## src/rtl/mem_arbiter.sv

```systemverilog
// rtl/mem_arbiter.sv - two-requester round-robin memory port arbiter; optional watchdog via ARB_TIMEOUT_EN
`ifndef DATA_WIDTH
`define DATA_WIDTH 32
`endif

module mem_arbiter #(
  parameter int DATA_WIDTH     = `DATA_WIDTH,
  parameter int MAX_BURST      = 4,
  parameter int TIMEOUT_CYCLES = 255
) (
  input  logic                  i_clk,
  input  logic                  i_rst,
  input  logic [31:0]           i_m0_addr,
  input  logic [DATA_WIDTH-1:0] i_m0_data,
  input  logic                  i_m0_wr_valid,
  output logic                  o_m0_wr_ready,
  output logic [DATA_WIDTH-1:0] o_m0_data,
  output logic                  o_m0_rd_valid,
  input  logic                  i_m0_rd_ready,
  input  logic                  i_m0_lock,
  input  logic [31:0]           i_m1_addr,
  input  logic [DATA_WIDTH-1:0] i_m1_data,
  input  logic                  i_m1_wr_valid,
  output logic                  o_m1_wr_ready,
  output logic [DATA_WIDTH-1:0] o_m1_data,
  output logic                  o_m1_rd_valid,
  input  logic                  i_m1_rd_ready,
  input  logic                  i_m1_lock,
  output logic [31:0]           o_addr,
  output logic [DATA_WIDTH-1:0] o_data,
  output logic                  o_wr_valid,
  input  logic                  i_wr_ready,
  input  logic [DATA_WIDTH-1:0] i_data,
  input  logic                  i_rd_valid,
  output logic                  o_rd_ready,
  output logic [1:0]            o_grant,
  output logic                  o_busy,
  output logic                  o_timeout
);

  typedef enum logic {IDLE, BUSY} state_t;

  localparam int BW = (MAX_BURST > 1) ? $clog2(MAX_BURST) : 1;

  state_t        state_q, state_d;
  logic [1:0]    grant_q, grant_d;
  logic          last_q, last_d;     // index of the requester served most recently
  logic [BW-1:0] burst_q, burst_d;

  logic req0, req1, sel1, other_req, lock_sel, complete, timeout, win1;

  assign req0      = i_m0_wr_valid | i_m0_rd_ready;
  assign req1      = i_m1_wr_valid | i_m1_rd_ready;
  assign sel1      = grant_q[1];
  assign other_req = sel1 ? req0 : req1;
  assign lock_sel  = sel1 ? i_m1_lock : i_m0_lock;
  assign complete  = (state_q == BUSY) & ((o_wr_valid & i_wr_ready) | (i_rd_valid & o_rd_ready));
  // On a tie the requester not served last wins
  assign win1      = req1 & (~req0 | ~last_q);

  assign o_grant   = grant_q;
  assign o_busy    = (state_q == BUSY);
  assign o_timeout = timeout;

`ifdef ARB_TIMEOUT_EN
  localparam int WW = $clog2(TIMEOUT_CYCLES + 1);
  logic [WW-1:0] wdog_q, wdog_d;

  // Completion in the limit cycle takes priority over the abort
  assign timeout = (state_q == BUSY) & ~complete & (32'(wdog_q) == 32'(TIMEOUT_CYCLES - 1));

  // Watchdog counts stalled BUSY cycles, clears on completion, abort or IDLE
  always_comb begin
    wdog_d = '0;
    if ((state_q == BUSY) && !complete && !timeout) wdog_d = wdog_q + WW'(1);
  end

  // Watchdog register
  always_ff @(posedge i_clk or posedge i_rst) begin
    if (i_rst) wdog_q <= '0;
    else       wdog_q <= wdog_d;
  end
`else
  assign timeout = 1'b0;
  wire unused_timeout_cfg = |TIMEOUT_CYCLES;
`endif

  // Route the granted requester to memory and memory responses back to it only
  always_comb begin
    o_addr        = '0;
    o_data        = '0;
    o_wr_valid    = 1'b0;
    o_rd_ready    = 1'b0;
    o_m0_wr_ready = 1'b0;
    o_m0_rd_valid = 1'b0;
    o_m0_data     = '0;
    o_m1_wr_ready = 1'b0;
    o_m1_rd_valid = 1'b0;
    o_m1_data     = '0;
    if (state_q == BUSY) begin
      if (sel1) begin
        o_addr        = i_m1_addr;
        o_data        = i_m1_data;
        o_wr_valid    = i_m1_wr_valid;
        o_rd_ready    = i_m1_rd_ready & ~i_m1_wr_valid;
        o_m1_wr_ready = i_wr_ready;
        o_m1_rd_valid = i_rd_valid;
        o_m1_data     = i_data;
      end else begin
        o_addr        = i_m0_addr;
        o_data        = i_m0_data;
        o_wr_valid    = i_m0_wr_valid;
        o_rd_ready    = i_m0_rd_ready & ~i_m0_wr_valid;
        o_m0_wr_ready = i_wr_ready;
        o_m0_rd_valid = i_rd_valid;
        o_m0_data     = i_data;
      end
    end
  end

  // Arbitration, lock/burst handling and release
  always_comb begin
    state_d = state_q;
    grant_d = grant_q;
    last_d  = last_q;
    burst_d = burst_q;
    case (state_q)
      IDLE: begin
        burst_d = '0;
        if (req0 | req1) begin
          grant_d = win1 ? 2'b10 : 2'b01;
          state_d = BUSY;
        end
      end
      BUSY: begin
        if (complete) begin
          last_d = sel1;
          if (lock_sel && (!other_req || (32'(burst_q) + 32'd1 < 32'(MAX_BURST)))) begin
            if (32'(burst_q) < 32'(MAX_BURST - 1)) burst_d = burst_q + BW'(1);
          end else begin
            state_d = IDLE;
            grant_d = 2'b00;
            burst_d = '0;
          end
        end else if (timeout) begin
          last_d  = sel1;
          state_d = IDLE;
          grant_d = 2'b00;
          burst_d = '0;
        end
      end
      default: begin
        state_d = IDLE;
        grant_d = 2'b00;
        burst_d = '0;
      end
    endcase
  end

  // State register
  always_ff @(posedge i_clk or posedge i_rst) begin
    if (i_rst) begin
      state_q <= IDLE;
      grant_q <= 2'b00;
      last_q  <= 1'b1;
      burst_q <= '0;
    end else begin
      state_q <= state_d;
      grant_q <= grant_d;
      last_q  <= last_d;
      burst_q <= burst_d;
    end
  end

endmodule

```

## config.mk

```make
export PLATFORM = sky130hd
export DESIGN_NAME = mem_arbiter
export DESIGN_NICKNAME = d
export VERILOG_FILES = /design/src/rtl/mem_arbiter.sv
export SDC_FILE = /design/constraint.sdc
export NUM_CORES = 1
export LEC_CHECK = 0
export ABC_AREA = 0
export BUFFER_PORTS_ARGS = -buffer_cell sky130_fd_sc_hd__buf_2
export CAP_MARGIN = 40
export CORE_AREA = 2 2 118 120
export CTS_BUF_LIST = sky130_fd_sc_hd__clkbuf_8
export CTS_CLUSTER_SIZE = 14
export DETAILED_ROUTE_END_ITERATION = 10
export DIE_AREA = 0 0 120 122
export PLACE_DENSITY_LB_ADDON = 0.12
export SYNTH_ARGS = -nofsm -noshare
export SYNTH_HDL_FRONTEND = slang
export SYNTH_SLANG_ARGS = --single-unit
```

## constraint.sdc

```tcl
create_clock -name i_clk -period 1.8 [get_ports i_clk]
set_input_delay 0.18 -clock i_clk [delete_from_list [all_inputs] [get_ports i_clk]]
set_output_delay 0.18 -clock i_clk [all_outputs]
set_load 0.02 [all_outputs]
```

==> results.md <==
- Core area: 0.0135 mm²
- RR Startpoint: o_grant[1]$_DFFE_PP0P_
- Pwr dens: 1480 mW/mm²
- Initial antenna violation count: 0
- Clock buffer depth: 2
- Yosys warns: 0
- Initial cell density of the core: 15.1%
- Placed insts: 731
- Clock transition at path regs: 0.04 ns
- Gr usage total: 11.5%
- Sequential area share after synthesis: 7.42%
- DIE AREA: 0.0146 mm²
- LEAKAGE: 2.30 nW
- Die height: 122 µm
- First-pass GRT wire length: 13800 µm
- Largest stage delay on the critical path: 0.53 ns
- Rows: 43
- Via count: 2975
- I/O pin cnt: 308
- PortBufs: 306
- Final Hold Fails: 0
- Worst path slowest cell: dfrtp_4
- Final GP Congestion: 0.788
- Peak VDD IR: 0.445 mV
- Vias in the first global route: 2735
- Initial DRT Pass Iterations: 4
- Non-Filler Instances: 739
- Synth area leaders: mux2i_1 32%, nor2b_1 20%, and2_1 11%
- Crit path DAT: 1.56 ns
- CTS tree: yes
- Synth Net Count: 439
- Grt total ovfl: 0
- Setup_tns: 0 ns
- Syn Area/Cell: 7.61 µm²
- Num CTS Buffers: 3
- Final slew viol count: 0
- Status: completed
- CP endpoint: o_data[11]
- Worst-path fanout max: 25
- Clock Skew: 0.00592 ns
- Ys async rst share: 100%
- Util after Layout: 28.8%
- Mapped cell area: 0.00204 mm²
- Synth area leader: mux2i_1
- Avg WL per Cell: 13.2 µm
- Worst setup path class: reg -> out
- Crit-path cells: buf_8 > buf_16 > mux2i_1 > nor2b_1 > buf_2
- Crit. End Element: output port
- Share of the synthesized area in the top cell type: 31.9%
- Area Growth Syn to Fin: 90.4%
- HPWL after detailed placement: 8120 µm
- DRT antenna net count: 0
- Main synth FF type: dfrtp_1
- Distinct cells, synth: 33
- Largest net degree at the start of global routing: 55
- Pre-CTS setup slack: 0.127 ns
- Syn Inst Count: 268
- Final worst setup slack: 0.0609 ns
- Max_cap viols: 0
- H-tree depth: 1
- DRC violations left: 0
- DRT Wirelength: 9780 µm
- Final setup fails: 0
- Via density: 4.03
- R2r worst-path depth: 4
- CP startpoint kind: flop
- Worst reg2reg setup slack: 0.10 ns
- Post-synthesis register bit count: 6
- Final min period: 1.74 ns
- Worst hold path class: in -> reg
- Share of layout cells above drive strength 1: 58.3%
- Drt first-iter violations: 79
- Die Width: 120 µm
- Reg-to-Reg End: o_grant[0]$_DFFE_PP0P_
- RSZ-0062 raised after global routing: true
- EDFF count, synth: 0
- Worst Setup SP: o_grant[1]$_DFFE_PP0P_
- Later-pin clock latency in the skew report: 0.23 ns
- Req. time, crit path: 1.62 ns
- Net count, final: 731
- Overall Power: 5.74 mW
- Antenna Cells: 0
- Fin crit share: 96.6%
- Clock root buffer: clkbuf_8
- Maximum clock rate: 0.575 GHz
- TritonCTS Sinks: 6
-- registers in the layout, indices dropped and copies added, names as in the netlist --
name     flops
burst_q      2
last_q       1
o_busy       1
o_grant      2
-- repair_timing --
item,CTS,global route
endpoints found under the setup margin,35,41
pin swaps,0,2
buffers inserted,0,2
hold endpoints to repair,5,0
hold buffers,1,0
gates cloned,0,1
resized for setup,3,8
-- logic make-up (layout without fill, tap and decap cells) --
kind of cell	Yosys count	after routing	share of synthesized area (%)
multiplexers	68	68	33.7
AND/OR/NAND/NOR	146	146	45.2
buffers and inverters	32	323	6.62
other	1	1	0.184
AO/OA/AOI/OAI	14	14	6.19
flip-flops	6	6	7.42
adder cells (fa/ha/maj)	1	1	0.613
-- cell usage after synthesis, drive strengths merged, types with 2 or more instances --
cell and instances:
mux2i 65, nor2 3, nor2b 66, clkbuf 19
and2 35, a311o 2, buf 10, and3 36
mux2 3, dfrtp 5, inv 3, a32oi 2
o21ai 4
-- report_power, final --
group          total, mW  leakage, nW  switching (mW)  internal (mW)
Clock              0.215       0.0269          0.0681          0.147
Combinational       5.23         2.20            3.08           2.15
Sequential         0.299       0.0712          0.0865          0.212
Total               5.74         2.30            3.23           2.51
-- layout by cell type (no fill, tap or decap), drive strengths merged --
cell type | netlist | layout
inv | 3 | 4
clkbuf | 19 | 4
mux2 | 3 | 3
buf | 10 | 314
nor4 | 1 | 1
and4bb | 1 | 1
o21a | 1 | 1
a21boi | 1 | 1
dfstp | 1 | 1
or3b | 1 | 1
o2bb2ai | 1 | 1
conb | 1 | 1
a32oi | 2 | 2
nor2 | 3 | 3
and4b | 1 | 1
dfrtp | 5 | 5
and3 | 36 | 36
dlygate4sd3 | 0 | 1
a311o | 2 | 2
o21ai | 4 | 4
nand3 | 1 | 1
ha | 1 | 1
o22ai | 1 | 1
mux2i | 65 | 65
nor2b | 66 | 66
a32o | 1 | 1
nand3b | 1 | 1
o31ai | 1 | 1
and2 | 35 | 35
-- metal layers --
metal  up-vias  track usage, %  routed length, µm
li1       1502               -                  -
met1      1345            12.8               3740
met2       126            23.3               5370
met3         2            2.20                658
met4         0           0.441                  8
met5         -               0                  0
-- how the worst min path moves through the flow --
stage	start	to	slack, ns	depth (start not counted)
2_1_floorplan	i_rst	burst_q[0]$_DFFE_PP0P_	-0.03	1
3_3_place_gp	i_rst	burst_q[1]$_DFFE_PP0P_	0.11	2
3_5_place_dp	i_rst	burst_q[0]$_DFFE_PP0P_	0.13	2
4_1_cts	i_m0_lock	o_busy$_DFF_PP0_	0.38	3
5_1_grt	i_m0_lock	o_busy$_DFF_PP0_	0.41	3
6_report	i_m0_wr_valid	o_grant[1]$_DFFE_PP0P_	0.38	4
-- per-stage QoR --
| stage | instance area, µm² | hold WS (ns) |
|---|---|---|
| finish | 3880 | 0.379 |
| global route | 3880 | 0.408 |
| CTS | 3810 | 0.383 |
| detailed placement | 3750 | 0.130 |
| global placement | 3750 | 0.115 |
| floorplan | 2040 | -0.0298 |
-- layout make-up --
type	count	area, µm²
fillers	1494	9620
multi-input cells	230	1760
repair buffers	316	1690
well taps	180	225
flip-flops and latches	6	156
clock buffers	3	41.3
inverters	3	11.3
clock inverters	1	3.75
-- worst max-delay path: cells and delay by family (launching register included) --
family / cells / cell delay, ns
buf+inv: 3 / 0.50
simple gates: 1 / 0.14
mux: 1 / 0.14
flops: 1 / 0.53
Note: power is estimated with default switching activity, not from simulation.
